===== config.mk =====
export PLATFORM = sky130hd
export DESIGN_NAME = div_arbiter
export DESIGN_NICKNAME = d
export VERILOG_FILES = /design/src/rtl/div_arb_pkg.sv /design/src/rtl/rr_arb2.sv /design/src/rtl/div_arbiter.sv
export SDC_FILE = /design/constraint.sdc
export NUM_CORES = 1
export LEC_CHECK = 0
export CORE_ASPECT_RATIO = 1.2
export CORE_MARGIN = 8
export CORE_UTILIZATION = 44
export CTS_CLUSTER_DIAMETER = 200
export DETAILED_ROUTE_END_ITERATION = 16
export PLACE_DENSITY = 0.77
export SLEW_MARGIN = 20
export SYNTH_ARGS = -nofsm -noshare
export SYNTH_HDL_FRONTEND = slang
export SYNTH_SLANG_ARGS = --single-unit

===== constraint.sdc =====
create_clock -name clk -period 3 [get_ports clk]
set_clock_uncertainty 0.05 [all_clocks]
set_input_delay 0.6 -clock clk [delete_from_list [all_inputs] [get_ports clk]]
set_output_delay 0.6 -clock clk [all_outputs]
set_load 0.005 [all_outputs]

===== src/rtl/div_arb_pkg.sv =====
// rtl/div_arb_pkg.sv - shared types and constants for the two-requester divider arbiter
package div_arb_pkg;

    typedef enum logic [2:0] {
        IDLE,
        START,
        LD_HI,
        LD_LO,
        LD_DIV,
        WAIT,
        CAP_R,
        RESP
    } state_t;

    // Operand bytes streamed to the divider after the start strobe: dvd hi, dvd lo, dvs.
    localparam int LOAD_BYTES = 3;

    // Quotient/remainder reported for a request rejected before reaching the divider.
    localparam logic [7:0] ERR_RESULT = 8'hFF;

endpackage


===== src/rtl/rr_arb2.sv =====
// rtl/rr_arb2.sv - two-way round-robin grant decision
// Ports:
//   req   in  2  request bits, bit i = requester i
//   ptr   in  1  requester favoured when both request
//   grant out 2  one-hot grant (zero when nothing requests)
module rr_arb2
    import div_arb_pkg::*;
(
    input  logic [1:0] req,
    input  logic       ptr,
    output logic [1:0] grant
);

    always_comb begin
        grant = 2'b00;
        if (req == 2'b11) begin
            grant = ptr ? 2'b10 : 2'b01;
        end else begin
            // A single requester (or none) is already one-hot.
            grant = req;
        end
    end

endmodule


===== src/rtl/div_arbiter.sv =====
// rtl/div_arbiter.sv - shares one byte-serial divider between two requesters
// Ports:
//   clk, rst          clock, asynchronous active-high reset
//   req[1:0]          request level per requester
//   dvd0/dvd1, dvs0/dvs1  operands of requester 0 / 1
//   done[1:0]         one-cycle completion pulse for the served requester
//   quo, rem, err     result and error flag, valid with done
//   begin_div, in_bus start strobe and operand bus to the divider
//   fin, out_bus      divider finish strobe and result bus
module div_arbiter
    import div_arb_pkg::*;
#(
    parameter int TIMEOUT = 64
) (
    input  logic        clk,
    input  logic        rst,
    input  logic [1:0]  req,
    input  logic [15:0] dvd0,
    input  logic [15:0] dvd1,
    input  logic [7:0]  dvs0,
    input  logic [7:0]  dvs1,
    output logic [1:0]  done,
    output logic [7:0]  quo,
    output logic [7:0]  rem,
    output logic        err,
    output logic        begin_div,
    output logic [7:0]  in_bus,
    input  logic        fin,
    input  logic [7:0]  out_bus
);

    localparam int CW = $clog2(TIMEOUT + 1);

    state_t          state_q, state_d;
    logic            ptr_q, ptr_d;
    logic [1:0]      gnt_q, gnt_d;
    logic [1:0]      grant;
    logic [15:0]     dvd_q;
    logic [7:0]      dvs_q;
    logic [CW-1:0]   cnt_q, cnt_d;
    logic [15:0]     sel_dvd;
    logic [7:0]      sel_dvs;
    logic            precheck_fail;
    logic [7:0]      load_bytes [LOAD_BYTES];

    logic            begin_d, err_d;
    logic [7:0]      in_bus_d, quo_d, rem_d;
    logic [1:0]      done_d;

    rr_arb2 u_rr (
        .req   (req),
        .ptr   (ptr_q),
        .grant (grant)
    );

    // Operands of whichever requester the arbiter picks this cycle.
    assign sel_dvd = grant[1] ? dvd1 : dvd0;
    assign sel_dvs = grant[1] ? dvs1 : dvs0;

    // The quotient only fits in 8 bits when the high dividend byte is below the
    // divisor; this also catches a zero divisor.
    assign precheck_fail = (sel_dvd[15:8] >= sel_dvs);

    always_comb begin
        load_bytes[0] = dvd_q[15:8];
        load_bytes[1] = dvd_q[7:0];
        load_bytes[2] = dvs_q;
    end

    always_comb begin
        state_d = state_q;
        ptr_d   = ptr_q;
        gnt_d   = gnt_q;
        cnt_d   = cnt_q;
        err_d   = 1'b0;
        quo_d   = quo;
        rem_d   = rem;

        case (state_q)
            IDLE: begin
                if (req != 2'b00) begin
                    gnt_d = grant;
                    ptr_d = grant[0];
                    if (precheck_fail) begin
                        state_d = RESP;
                        err_d   = 1'b1;
                        quo_d   = ERR_RESULT;
                        rem_d   = ERR_RESULT;
                    end else begin
                        state_d = START;
                    end
                end
            end
            START:  state_d = LD_HI;
            LD_HI:  state_d = LD_LO;
            LD_LO:  state_d = LD_DIV;
            LD_DIV: begin
                state_d = WAIT;
                cnt_d   = '0;
            end
            WAIT: begin
                // fin wins over a timeout landing in the same cycle.
                if (fin) begin
                    quo_d   = out_bus;
                    state_d = CAP_R;
                end else if (cnt_q == CW'(TIMEOUT - 1)) begin
                    state_d = RESP;
                    err_d   = 1'b1;
                    quo_d   = 8'h00;
                    rem_d   = 8'h00;
                end else begin
                    cnt_d = cnt_q + 1'b1;
                end
            end
            CAP_R: begin
                rem_d   = out_bus;
                state_d = RESP;
            end
            RESP:    state_d = IDLE;
            default: state_d = IDLE;
        endcase

        // Divider-side and response outputs are registered from the next state.
        begin_d  = (state_d == START);
        done_d   = (state_d == RESP) ? gnt_d : 2'b00;
        case (state_d)
            LD_HI:   in_bus_d = load_bytes[0];
            LD_LO:   in_bus_d = load_bytes[1];
            LD_DIV:  in_bus_d = load_bytes[2];
            default: in_bus_d = 8'h00;
        endcase
    end

    always_ff @(posedge clk or posedge rst) begin
        if (rst) begin
            state_q   <= IDLE;
            ptr_q     <= 1'b0;
            gnt_q     <= 2'b00;
            cnt_q     <= '0;
            dvd_q     <= 16'h0000;
            dvs_q     <= 8'h00;
            begin_div <= 1'b0;
            in_bus    <= 8'h00;
            done      <= 2'b00;
            err       <= 1'b0;
            quo       <= 8'h00;
            rem       <= 8'h00;
        end else begin
            state_q   <= state_d;
            ptr_q     <= ptr_d;
            gnt_q     <= gnt_d;
            cnt_q     <= cnt_d;
            if (state_q == IDLE && req != 2'b00) begin
                dvd_q <= sel_dvd;
                dvs_q <= sel_dvs;
            end
            begin_div <= begin_d;
            in_bus    <= in_bus_d;
            done      <= done_d;
            err       <= err_d;
            quo       <= quo_d;
            rem       <= rem_d;
        end
    end

endmodule


---- Word-level counts from Yosys, hierarchy flattened ----
Cells that the tools add are included.
cells by class
  add/subtract/negate cells ............... 1
  magnitude comparators ................... 1
  multiplexer cells ....................... 28
  reduce and logical (&&, ||, !) cells .... 10
  equal/unequal tests ..................... 20
operator list
  cell                                           count
  two-way mux 8 bit                              6
  case mux 8 bit (3 select lines)                2
  case mux 3 bit (8 select lines)                1
  == test 3 bit, second input constant           6
  two-way mux 16 bit                             1
  case mux 8 bit (2 select lines)                1
  two-way mux 7 bit                              2
  case mux 7 bit (2 select lines)                1
  == test 3 x 2 -> 1 bit, second input constant  4
  two-way mux 3 bit                              4
  two-way mux 2 bit                              5
  >= comparator 8 bit                            1
  != test 2 bit, second input constant           4
  adder 7 x 1 -> 7 bit, second input constant    1
  == test 7 x 6 -> 1 bit, second input constant  1
  == test 3 x 1 -> 1 bit, second input constant  2
  nonzero test 2 bit                             3
  AND reduction 5 bit                            1
  two-way mux 1 bit                              4
  AND reduction 4 bit                            1
  logical NOT 3 bit                              1
  != test 3 bit, second input constant           1
  AND reduction 3 bit                            1
  nonzero test 3 bit                             1
  other kinds (5)                                5
word-level totals
  register bits after elaboration ......... 65
  logic and storage cells ................. 72
  output and inout port bits .............. 28

---- Depth between registers and ports, before layout ----
Gate-level depths: netlist of the first run.
  depth in word-level cells ............... 9
  depth in mapped cells ................... 11

---- Cells and area by module ----
From an unflattened synthesis of the first run, not the netlist that was laid out.
unflattened totals
  cells, all modules ...................... 310
  area, all modules ....................... 3325.7 um^2
by module, submodules not included
  module       cells each  area each (um^2)  instances
  div_arbiter  307         3306.9            1
  rr_arb2      3           18.8              1

---- Worst setup path before layout of the first run ----
No wires, ideal clock.
  path kind ............................... input port to flip-flop
  start point ............................. input port req[0]
  end point ............................... register quo[0]
  path slack .............................. -0.263 ns
  data arrival time ....................... 3.088 ns
  stages .................................. 11
  setup time .............................. 0.125 ns
  path buffers ............................ 2
  cell sequence ........................... inv_1 o21ai_2 buf_2 buf_4 mux2i_1 ha_1 nand2b_1 a2111oi_0 o21ai_0 o21a_1 a2bb2oi_1
between the ends
  cells in the longest elaborated chain, start to end .. 6
  elaborated cells between the ends (all ways) .. 9
RTL lines
  item                                                     RTL line                              text
  start, declared                                          div_arbiter.sv:17                     input logic [1:0] req,
  == test 2 bit                                            rr_arb2.sv:16                         if (req == 2'b11) begin
  two-way mux 2 bit                                        rr_arb2.sv:16
  two-way mux 16 bit or two-way mux 8 bit (tied branches)  div_arbiter.sv:57, div_arbiter.sv:58
  >= comparator 8 bit                                      div_arbiter.sv:62                     assign precheck_fail = (sel_dvd[15:8] >= sel_dvs);
  != test 2 bit (no source line)                           n/a
  AND reduction 4 bit (no source line) (*)                 n/a
  end signal, assigned                                     div_arbiter.sv:161                    quo <= quo_d;
  end, declared                                            div_arbiter.sv:23                     output logic [7:0] quo,
Mark *: on every way between the ends. The rest lies on a longest branch, timed or not.
A chain may end at the register's enable or synchronous reset.

---- Worst setup path in the final report of the first run ----
  start point ............................. input port req[0]
  end point ............................... register rem[5]
between the ends
  cells in the longest elaborated chain, start to end .. 6
  elaborated cells between the ends (all ways) .. 9
RTL lines
  item                                                     RTL line                              text
  == test 2 bit                                            rr_arb2.sv:16
  two-way mux 2 bit                                        rr_arb2.sv:16
  two-way mux 16 bit or two-way mux 8 bit (tied branches)  div_arbiter.sv:57, div_arbiter.sv:58
  >= comparator 8 bit                                      div_arbiter.sv:62
  != test 2 bit (no source line)                           n/a
  AND reduction 5 bit (no source line) (*)                 n/a
  end signal, assigned                                     div_arbiter.sv:162                    rem <= rem_d;
  end, declared                                            div_arbiter.sv:24                     output logic [7:0] rem,
Marks and branches as above.

==> metrics.csv, run 1 <==
stage,metric,value,unit
final_layout,syn_to_final_growth,46.6,%
timing,tightest_slew,0.754,ns
synthesis,synthTopCellsByArea,"dfrtp_1 50%, mux2_2 9.3%, o21ai_0 6.2%",
timing,rsz0062_at_grt,no,
setup_path,startpoint_type,input pin,
timing,fin_crit,2.89,ns
setup_path,path_class,in -> reg,
synthesis,yosys_warnings,0,
die,die_w,94.5,µm
place,place.gp.congestion,0.872,
final_layout,diodes,0,
route,ant_nets,0,
place,placed_area,0.00433,mm²
setup_path,reg2reg_depth,12,
synthesis,synth_fp_nets,370,
final_layout,num-nets-final,476,
route,route.vias.total,2761,
timing,setup_ws,0.112,ns
final_layout,drive_above_1_share,23.4,%
final_layout,fin_area,0.00477,mm²
timing,maxSlewViolCount,0,
synthesis,syn_inst,300,
route,wl_per_cell,17.8,µm
clock_tree,clkLatencyLatePin,0.34,ns
final_layout,multiInputGateArea,0.00168,mm²
hold_path,hold_path.class,reg -> reg,
setup_path,worst-endpoint-arrival,3.12,ns
clock_tree,tritoncts,yes,
hold_path,hold-path-cell-count,2,
route,drtPass1Iterations,4,
synthesis,synth_edf_count,0,
clock_tree,ctsHtreeMaxLevel,3,
final_layout,stdcell_count,501,
final_layout,fill_cells,571,
clock_tree,cts.clk_slew.worst_paths,0.08,ns
die,rows,34,
clock_tree,clockBufferDepth,2,
die,num_io_pins,89,
place,place_inst,479,
route,drt-total-wl,8.94,mm
place,port_buffers,88,
timing,hold_violations,0,
clock_tree,cts_sinks,65,
power_and_ir_drop,p_leak,0.00204,µW
route,drt-initial-drc-count,147,
synthesis,synth.top_cell.area_share,50.0,%
synthesis,ys_ff_latch,65,
power_and_ir_drop,p_per_area,939,mW/mm²
timing,tns,0,ns
synthesis,async_flop_share,100,%
timing,finalCritPeriodShare,96.3,%
place,dp_hpwl,6.50,mm
setup_path,worstSetupEndpointType,register,
timing,fin_hold_ws,0.425,ns
grt,overflow,0,
synthesis,avgSynthCellArea,10.8,µm²
synthesis,synth_cell_types,39,
setup_path,critPathRequiredTime,3.24,ns
timing,max_freq,0.346,GHz
place,place_ws,-0.561,ns
grt,antenna_found_initial,0,
synthesis,seq_area_frac_synth,50.0,%
synthesis,netlist_area,0.00325,mm²
route,post-route-drc-count,0,
clock_tree,numCtsBuffers,9,
grt,grt_max_degree,35,
grt,grt_pass1_wl,14.7,mm
die,core-area,0.00723,mm²
die,dieHeight,110,µm
timing,finalSetupViolations,0,
status,status,"complete, no violations",
synthesis,ys.flop_type,dfrtp_1,
setup_path,cp_max_fo,7,
grt,track_usage,18.1,%
power_and_ir_drop,irDropWorstVdd,0.480,mV
grt,grt_pass1_vias,2969,
flow_run,maxCapViolCount,0,
synthesis,synth_top_cell_by_area,dfrtp_1,
timing,maxSlewHeadroom,49.6,%
die,dieArea,0.0104,mm²
final_layout,seq_area,0.00163,mm²
route,vias_per_cell,5.51,
clock_tree,root_buffer,clkbuf_8,
die,start_util,45.0,%
## cell usage after synthesis, drive strengths merged, types with 5 or more instances
library cell and number:
dfrtp 65, o21ai 42, nand2 32, mux2 27, mux2i 17, nor2 16
a2bb2oi 15, clkbuf 10, ha 9, a22oi 8, buf 8, a21oi 6
inv 5, nand2b 5
## routing by layer
layer / up-vias / routed length, µm / GRT usage [%]
met5: - / 0 / 0
met4: 0 / 167 / 7.15
met1: 1351 / 3580 / 21.5
li1: 1296 / - / -
met3: 19 / 631 / 5.56
met2: 95 / 4560 / 29.9
## timing repair
item,4_1_cts,5_1_grt
resized for setup,28,6
hold buffers,0,0
hold endpoints to repair,0,0
endpoints found under the setup margin,21,10
cloned,1,0
buffers inserted,5,0
pin swaps,8,4
## through the flow
step | total power, µW | utilization (%)
3_5_place_dp | 3500 | 59.9
3_3_place_gp | 3410 | 59.9
2_1_floorplan | 2680 | -
4_1_cts | 4460 | 65.5
5_1_grt | 4780 | 65.9
6_report | 4480 | 65.9
## registers in the layout (all words and copies together), names as in the netlist
signal / flops
begin_div: 1
cnt_q: 7
done: 2
dvd_q: 16
dvs_q: 8
err: 1
gnt_q: 2
in_bus: 8
ptr_q: 1
quo: 8
rem: 8
state_q: 3
## cell type report
| class | instances | share of cell area, % |
|---|---|---|
| flip-flops and latches | 65 | 34.1 |
| clock inverters | 7 | 1.68 |
| repair buffers | 113 | 23.6 |
| well taps | 90 | 2.36 |
| inverters | 5 | 0.394 |
| multi-input cells | 212 | 35.2 |
| clock buffers | 9 | 2.60 |
## cells in the final DEF (no fill, tap or decap), types with 7 or more instances in the layout
| cell type | count |
|---|---|
| mux2_2 | 23 |
| buf_4 | 18 |
| dfrtp_1 | 65 |
| a2bb2oi_2 | 7 |
| o21ai_0 | 39 |
| a22oi_1 | 8 |
| clkbuf_8 | 9 |
| clkdlybuf4s50_1 | 86 |
| mux2i_1 | 11 |
| a2bb2oi_1 | 8 |
| nand2_1 | 32 |
| nor2_1 | 16 |
## path summary, 6_finish.rpt
kind	from	end	slack, ns
min in group asynchronous	rst	in_bus[6]	0.56
max	req[0]	rem[5]	0.11
min reg2reg	dvs_q[4]	dvs_q[4]	0.43
max in group asynchronous	rst	cnt_q[4]	1.66
min	dvs_q[4]	dvs_q[4]	0.43
max reg2reg	ptr_q	rem[5]	0.12
## cell families after synthesis
logic type | after synthesis | synth area share, %
mux | 44 | 14.6
fa+ha+maj | 9 | 3.46
simple gates | 70 | 10.3
compound gates | 88 | 18.1
flops | 65 | 50.0
buf+inv | 23 | 3.23
xor+xnor | 1 | 0.269
## worst max-delay path, stage by stage
cell             delay (ns)
clkdlybuf4s15_1        0.19
inv_2                  0.05
o21ai_4                0.19
buf_12                 0.14
buf_16                 0.12
buf_6                  0.11
mux2i_2                0.23
ha_2                   0.20
o21ai_0                0.08
a211o_1                0.32
or3_4                  0.38
a31oi_4                0.21
buf_6                  0.16
a2bb2oi_2              0.12
## power by group
part / internal (µW) / switching, µW
sequential: 1290 / 267
combinational: 1190 / 974
clock: 390 / 365
total: 2870 / 1610
Power figures use the tool's default switching activity.
==> run 2: changes to the inputs <==
--- a/config.mk
+++ b/config.mk
@@ -7,5 +7,5 @@
 export LEC_CHECK = 0
 export CORE_ASPECT_RATIO = 1.2
-export CORE_MARGIN = 8
+export CORE_MARGIN = 10
 export CORE_UTILIZATION = 44
 export CTS_CLUSTER_DIAMETER = 200
==> constraint.sdc (replaced) <==
create_clock -name clk -period 3 [get_ports clk]
set_clock_uncertainty 0.05 [all_clocks]
set_input_delay 0.6 -clock clk [delete_from_list [all_inputs] [get_ports clk]]
set_output_delay 0.6 -clock clk [all_outputs]
set_load 0.05 [all_outputs]
==> run 2 against run 1 <==
Die area increased by 8.0%; combinational power rose by 25%; register-to-register slack got worse by 0.03 ns; wire length grew 2.4%.
==> metrics.csv, run 2 (synthesized netlist as in run 1, its figures left out) <==
stage,metric,value,unit,change
timing,setup_ws,0.0634,ns,-0.0482 ns
timing,max_freq,0.341,GHz,-1.6%
setup_path,worstSetupEndpointType,register,,
timing,maxSlewHeadroom,53.3,%,+3.7 points
setup_path,critPathBufInv,4,,-2
setup_path,reg2reg_depth,10,,-2
setup_path,worst-endpoint-arrival,3.16,ns,+0.04 ns
final_layout,num-nets-final,477,,+0.21%
clock_tree,clkLatencyLatePin,0.34,ns,about the same
setup_path,startpoint_type,input pin,,
place,place_inst,480,,+0.21%
status,status,"complete, no violations",,
clock_tree,clockBufferDepth,2,,unchanged
grt,grt_pass1_vias,2967,,-0.067%
final_layout,largest_register,dvd_q,,
final_layout,final_cell_mix,"86 x clkdlybuf4s50_1, 65 x dfrtp_1, 38 x o21ai_0",,
route,post-route-drc-count,0,,unchanged
power_and_ir_drop,design_power_total,5220,µW,+17%
die,core-area,0.00723,mm²,unchanged
setup_path,crit_slowest_cell,or3_4,,
hold_path,hold-path-cell-count,2,,unchanged
final_layout,drive_above_1_share,22.8,%,-0.54 points
clock_tree,numCtsBuffers,9,,unchanged
timing,maxSlewViolCount,0,,unchanged
final_layout,final_common_cell,clkdlybuf4s50_1,,
final_layout,syn_to_final_growth,49.1,%,
flow_run,maxCapViolCount,0,,unchanged
route,wl_per_cell,18.2,µm,+2.2%
setup_path,r2r_start,ptr_q,,
grt,track_usage,16.1,%,-2.0 points
route,ant_nets,0,,unchanged
clock_tree,root_buffer,clkbuf_8,,
clock_tree,cts_sinks,65,,unchanged
place,dp_hpwl,6.45,mm,-0.76%
grt,grt_pass1_wl,15.0,mm,+1.7%
clock_tree,cts.clk_slew.worst_paths,0.07,ns,about the same
hold_path,min_to,dvs_q[6],,
grt,overflow,0,,unchanged
timing,fin_crit,2.94,ns,+0.0482 ns
die,die_w,98.5,µm,+4.2%
timing,fin_hold_ws,0.436,ns,+0.0110 ns
grt,grt_max_degree,66,,+89%
die,start_util,45.0,%,unchanged
setup_path,cp_max_fo,7,,unchanged
hold_path,hold_path.class,reg -> reg,,
power_and_ir_drop,p_per_area,1080,mW/mm²,+15%
place,place.gp.congestion,0.807,,-7.5%
clock_tree,ctsHtreeMaxLevel,3,,unchanged
timing,finalCritPeriodShare,97.9,%,+1.6 points
setup_path,critPathRequiredTime,3.22,ns,-0.02 ns
final_layout,utilization,67.1,%,+1.1 points
final_layout,stdcell_count,502,,+0.20%
final_layout,diodes,0,,unchanged
setup_path,max_stage_delay,0.38,ns,about the same
die,rows,34,,unchanged
grt,antenna_found_initial,0,,unchanged
final_layout,largest_register_ffs,16,,unchanged
setup_path,path_class,in -> reg,,
timing,hold_violations,0,,unchanged
die,dieArea,0.0112,mm²,+8.0%
timing,tightest_slew,0.692,ns,-0.0614 ns
setup_path,timing.rr.end,rem[0],,
die,num_io_pins,89,,unchanged
route,route.vias.total,2749,,-0.43%
power_and_ir_drop,irDropWorstVdd,0.649,mV,+35%
timing,finalSetupViolations,0,,unchanged
place,place_ws,-0.558,ns,+0.00338 ns
die,dieHeight,114,µm,+3.6%
place,port_buffers,88,,unchanged
route,drt-initial-drc-count,149,,+1.4%
power_and_ir_drop,p_leak,0.00207,µW,+1.4%
hold_path,hp-start,dvs_q[6],,
route,drt-total-wl,9.16,mm,+2.4%
setup_path,reg2reg_setup_slack,0.09,ns,-0.03 ns
setup_path,cpLargestDelayFamily,compound AO/OA/AOI/OAI gates,,
route,drtPass1Iterations,4,,unchanged
clock_tree,tritoncts,yes,,
route,vias_per_cell,5.48,,-0.63%
setup_path,crit_cells,12,,-2
setup_path,path_cells,clkdlybuf4s15_1 > inv_2 > o21ai_4 > buf_12 > buf_16 > mux2_4 > ha_4 > nand2_2 > a211o_1 > or3_4 > a31oi_4 > a2bb2oi_1,,
[run 2: cell types whose count changed in the layout (fill, tap and decap cells not counted), moves of 2 or more]
cell        delta
a2bb2oi_1      +4
a2bb2oi_2      -4
buf_12         +2
buf_4          +2
buf_6          -4
bufinv_16      +2
clkbuf_8       +2
clkinv_4       -2
clkinvlp_4     -2
mux2_2         +2
mux2_4         -2
mux2i_2        -2
mux2i_4        +2
[run 2: stage by stage]
step                area (µm²)  TNS [ns]
detailed placement        4350    -11.12
finish                    4850         0
global placement          4350    -10.06
global route              4850  -0.00887
CTS                       4760         0
floorplan                 3270         0
[run 2: cell type report]
class                   count  area (µm²)
inverters                   5        18.8
multi-input cells         213        1700
flip-flops and latches     65        1630
clock buffers              12         155
well taps                  90         113
clock inverters             4        98.8
repair buffers            113        1140
fillers                   569        2380
[run 2: what timing repair did]
action,4_1_cts,5_1_grt
setup buffers,4,0
gates cloned,2,0
endpoints found under the setup margin,21,21
hold buffers,0,0
pin swaps,7,9
resized for setup,18,12
[run 2: how the worst max path moves through the flow]
stage,from,endpoint,slack [ns]
after floorplan,req[0],quo[0],0.001
after global placement,req[0],quo[1],-0.53
after detailed placement,req[0],quo[5],-0.56
after CTS,req[0],rem[7],0.004
after global routing,req[0],rem[0],-0.009
final,req[0],rem[0],0.06
[run 2: metal layers]
metal / track usage (%) / vias up / share of wire [%]
li1: - / 1296 / -
met1: 18.7 / 1351 / 41
met2: 27.0 / 93 / 52
met3: 5.74 / 9 / 6.7
met4: 5.55 / 0 / 0.93
met5: 0 / - / 0
[run 2: tightest hold or removal path, cell delays in order, from the launching register on]
cell,delay [ns]
dfrtp_1,0.34
nand2_1,0.05
o21ai_0,0.06
[run 2: report_power, final]
group          total, µW  switching [µW]  internal (µW)
logic               2720            1560           1160
clock network        944             344            600
registers           1560             274           1290
==> RTL edit 1, RTL diff (settings of run 1) <==
The 8 states of `state_t` get a one-hot encoding in 8 bits.
--- a/src/rtl/div_arb_pkg.sv
+++ b/src/rtl/div_arb_pkg.sv
@@ -1,15 +1,15 @@
 // rtl/div_arb_pkg.sv - shared types and constants for the two-requester divider arbiter
 package div_arb_pkg;
 
-    typedef enum logic [2:0] {
-        IDLE,
-        START,
-        LD_HI,
-        LD_LO,
-        LD_DIV,
-        WAIT,
-        CAP_R,
-        RESP
+    typedef enum logic [7:0] {
+        IDLE   = 8'b00000001,
+        START  = 8'b00000010,
+        LD_HI  = 8'b00000100,
+        LD_LO  = 8'b00001000,
+        LD_DIV = 8'b00010000,
+        WAIT   = 8'b00100000,
+        CAP_R  = 8'b01000000,
+        RESP   = 8'b10000000
     } state_t;
 
     // Operand bytes streamed to the divider after the start strobe: dvd hi, dvd lo, dvs.
Function: no difference found for any inputs over 10 cycles, from zero or initial values and one cycle with rst high; not proved beyond that.
==> RTL edit 1 against run 1 <==
Critical path depth fell by 2; final area rose by 1.5%; routed wire length fell by 3.9%; sequential cell count rose by 5; total power fell by 22%; first-iteration DRC count rose by 4.8%; combinational power fell by 40%; worst setup slack got worse by 0.020 ns; sequential power fell by 9%; synthesized area rose by 4.2%.
==> RTL edit 1: results (changes against run 1) <==
[synth]
synth_nets=373  ; +0.81%
syn_inst=303  ; +1.0%
synth_xor_area_frac=0.0129  ; +0.0102
synth.area.top_cells=dfrtp_1 51%, mux2_2 6.0%, mux2i_1 5.0%
synth_cell_type_count=44  ; +13%
synthAdderAreaFrac=0.0332  ; -0.00139
synth_compound_area_frac=0.161  ; -0.0202

[grt]
grt_pass1_vias=2989  ; +0.67%

[route]
met2WireLength_um=4220  ; -7.5%
routedLengthMet1_um=3500  ; -2.2%
drtIter0Drc=154  ; +4.8%
firstDrtPassIters=5  ; +1

[place]
place_ws_ns=-0.497  ; +0.0638 ns

[final_layout]
final-nonclk-buf-share=0.243  ; +0.00692
drive_gt1_frac=0.189  ; -0.0445
fin_cells=515  ; +2.8%
final_nets=488  ; +2.5%
seq_area_frac=0.362  ; +0.0212

[hold_path]
hold_start=gnt_q[1]

[power]
p_int_w=0.00235  ; -18%
p_seq_w=0.00141  ; -9%
p_leak_nw=2.11  ; +3.5%
power.total_w=0.00349  ; -22%

[worst_setup_path]
crit_path_max_fanout=9  ; +2
reg2regPathDepth=10  ; -2
worstReg2RegEnd=quo[0]

[clocking]
cts_resized=9  ; -68%

[sta]
min_period_ns=2.91  ; +0.0203 ns

[status]
status=finished, final reports clean

==> RTL edit 1: cell count changes after synthesis, sizes merged, moves of 8 or more <==
cell     before  now
a2bb2oi      15    0
a222oi        0    8
o21ai        42   21
o32a          0    8
mux2         27   18
==> RTL edit 1: critical path, cell delays in order <==
cell	delay, ns
dlygate4sd2_1	0.23
inv_2	0.06
o21ai_4	0.21
buf_12	0.14
mux2_2	0.34
ha_1	0.29
nor2b_2	0.16
o211a_1	0.26
a211oi_4	0.22
buf_6	0.15
o31ai_4	0.09
o32a_1	0.32
==> RTL edit 1: metrics by stage <==
stage | hold WS [ns] | setup TNS, ns | area (um^2)
floorplan | 0.396 | 0 | 3400
global placement | 0.409 | -7.72 | 4540
detailed placement | 0.414 | -9.60 | 4540
CTS | 0.433 | 0 | 4840
global route | 0.458 | -0.00501 | 4840
finish | 0.431 | 0 | 4840
==> RTL edit 1: per-layer routing <==
layer	vias up	GRT usage
met2	117	0.278
li1	1340	-
met1	1347	0.195
met4	0	0.0617
met3	13	0.0501
met5	-	0
==> RTL edit 2, RTL diff (config.mk and constraints of run 1) <==
Made on the original files. `TIMEOUT`: 64 -> 32.
--- a/src/rtl/div_arbiter.sv
+++ b/src/rtl/div_arbiter.sv
@@ -10,7 +10,7 @@
 module div_arbiter
     import div_arb_pkg::*;
 #(
-    parameter int TIMEOUT = 64
+    parameter int TIMEOUT = 32
 ) (
     input  logic        clk,
     input  logic        rst,
Formal check against the unedited RTL: no difference found for any inputs over 10 cycles, from zero or initial values and one cycle with rst high; that may be too few to reach the edited logic, so the function may still have changed.
==> RTL edit 2 against run 1 <==
Worst hold slack better by 0.0051 ns; total power is 0.11% higher; worst setup slack better by 0.014 ns; synthesized area decreased by 0.23%; routed wire length up 7.2%; final area grew 1.3%; utilization rose by 1.3 points; sequential cell count shrank 1; critical path type unchanged; critical endpoint is now rem[6]; largest power group unchanged.
==> RTL edit 2: results (changes against run 1) <==
[synth]
synthAdderAreaFrac=0.0347  ; +0.0000801
syn_avg_cell_area_um2=9.93  ; -8.5%
yosys_warnings=0  ; unchanged
synth_nets=397  ; +7.3%
synth_cell_type_count=46  ; +18%
synth_common_cells=64 x dfrtp_1, 64 x nand2_1, 25 x nor2_1, 17 x mux2_2, 15 x o21ai_0
async_flop_share=1.00  ; unchanged
synth_ff_type=dfrtp_1
synth_compound_area_frac=0.184  ; +0.00235
synth_xor_area_frac=0.00810  ; +0.00540
synth.area.top_cells=dfrtp_1 49%, nand2_1 7.4%, mux2_2 5.9%
synth-seq-area-share=0.493  ; -0.00655
synthMuxAreaShare=0.0837  ; -0.0621

[final_layout]
largest_reg_flops=16  ; unchanged
fin_cells=533  ; +6.4%
drive_gt1_frac=0.194  ; -0.0394
largest_register=dvd_q
diodes=0  ; unchanged

[grt]
antenna_found_initial=0  ; unchanged
grt_max_degree=33  ; -5.7%
grt_pass1_vias=3275  ; +10%
grt_pass1_wl_um=15700  ; +6.7%
grt_usage=0.193  ; +0.0126

[route]
vias=2939  ; +6.4%
firstDrtPassIters=4  ; unchanged
drtIter0Drc=198  ; +35%
wl_um=9580  ; +7.2%

[power]
p_sw_w=0.00156  ; -2.7%
p_leak_nw=2.14  ; +5.2%
ir_drop_mv=0.601  ; +25%
power_clock_w=0.000903  ; +20%
power.total_w=0.00448  ; +0.11%
p_seq_w=0.00156

[status]
status=finished, final reports clean

[clocking]
clk_pin_slew_ns=0.07
cts_max_path_buffers=2  ; unchanged
worstSkewPairLatency_ns=0.34  ; about the same
cts_max_level=3  ; unchanged

[place]
place_hpwl_um=6700  ; +3.2%
place_area_um2=4340  ; +0.14%
place_ws_ns=-0.529  ; +0.0324 ns
finalWeightedCongestion=0.864  ; -0.88%
portBuffers=88  ; unchanged
placedCellCount=508  ; +6.1%

[sta]
tightest_slew_ns=0.679  ; -0.0744 ns

[worst_setup_path]
crit_slowest_cell=mux2_2
critPathArrivalTime_ns=3.08  ; -0.04 ns
crit_path_max_fanout=6  ; -1
max_stage_delay_ns=0.34  ; -0.04 ns

## RTL edit 2: metal layers
layer,up-vias,global-route usage,wire length (um),share of wire
met5,-,0,0,0
met4,0,0.0863,179,0.019
met3,13,0.0285,384,0.040
met2,78,0.343,5190,0.54
met1,1468,0.226,3830,0.40
li1,1380,-,-,-
## RTL edit 2: path summary, 6_finish.rpt
kind | start | to | slack (ns) | depth (start not counted)
setup / recovery | req[0] | rem[6] | 0.13 | 12
hold / removal | dvd_q[12] | dvd_q[12] | 0.43 | 2
setup reg to reg | ptr_q | rem[6] | 0.19 | 10
hold reg to reg | dvd_q[12] | dvd_q[12] | 0.43 | 2
max in group asynchronous | rst | quo[7] | 1.97 | 3
min in group asynchronous | rst | dvd_q[10] | 0.62 | 3
## RTL edit 2: worst max-delay path: cells and delay by family
family | cells | cell delay, ns
buffers and inverters | 5 | 0.71
AO/OA/AOI/OAI | 3 | 0.69
AND/OR/NAND/NOR | 2 | 0.41
multiplexers | 1 | 0.34
adder cells (fa/ha/maj) | 1 | 0.31
## RTL edit 2: final cells by class
| cell class | instances | area (um^2) |
|---|---|---|
| Fill cell | 558 | 2360 |
| Multi-Input combinational cell | 233 | 1650 |
| Sequential cell | 64 | 1600 |
| Timing Repair Buffer | 117 | 1180 |
| Clock buffer | 9 | 124 |
| Clock inverter | 7 | 120 |
| Tap cell | 90 | 113 |
| Inverter | 13 | 48.8 |
## RTL edit 2: timing repair
action                     in CTS  in global routing
setup endpoints to repair      20                 22
resized for setup              22                  7
cloned                          2                  0
pin swaps                       7                  2
buffers inserted                7                  0
hold buffers                    0                  0
## RTL edit 2: through the flow
step | hold WS (ns) | util
floorplan | 0.390 | -
CTS | 0.432 | 0.667
detailed placement | 0.415 | 0.603
global placement | 0.405 | 0.603
global route | 0.466 | 0.672
finish | 0.430 | 0.672
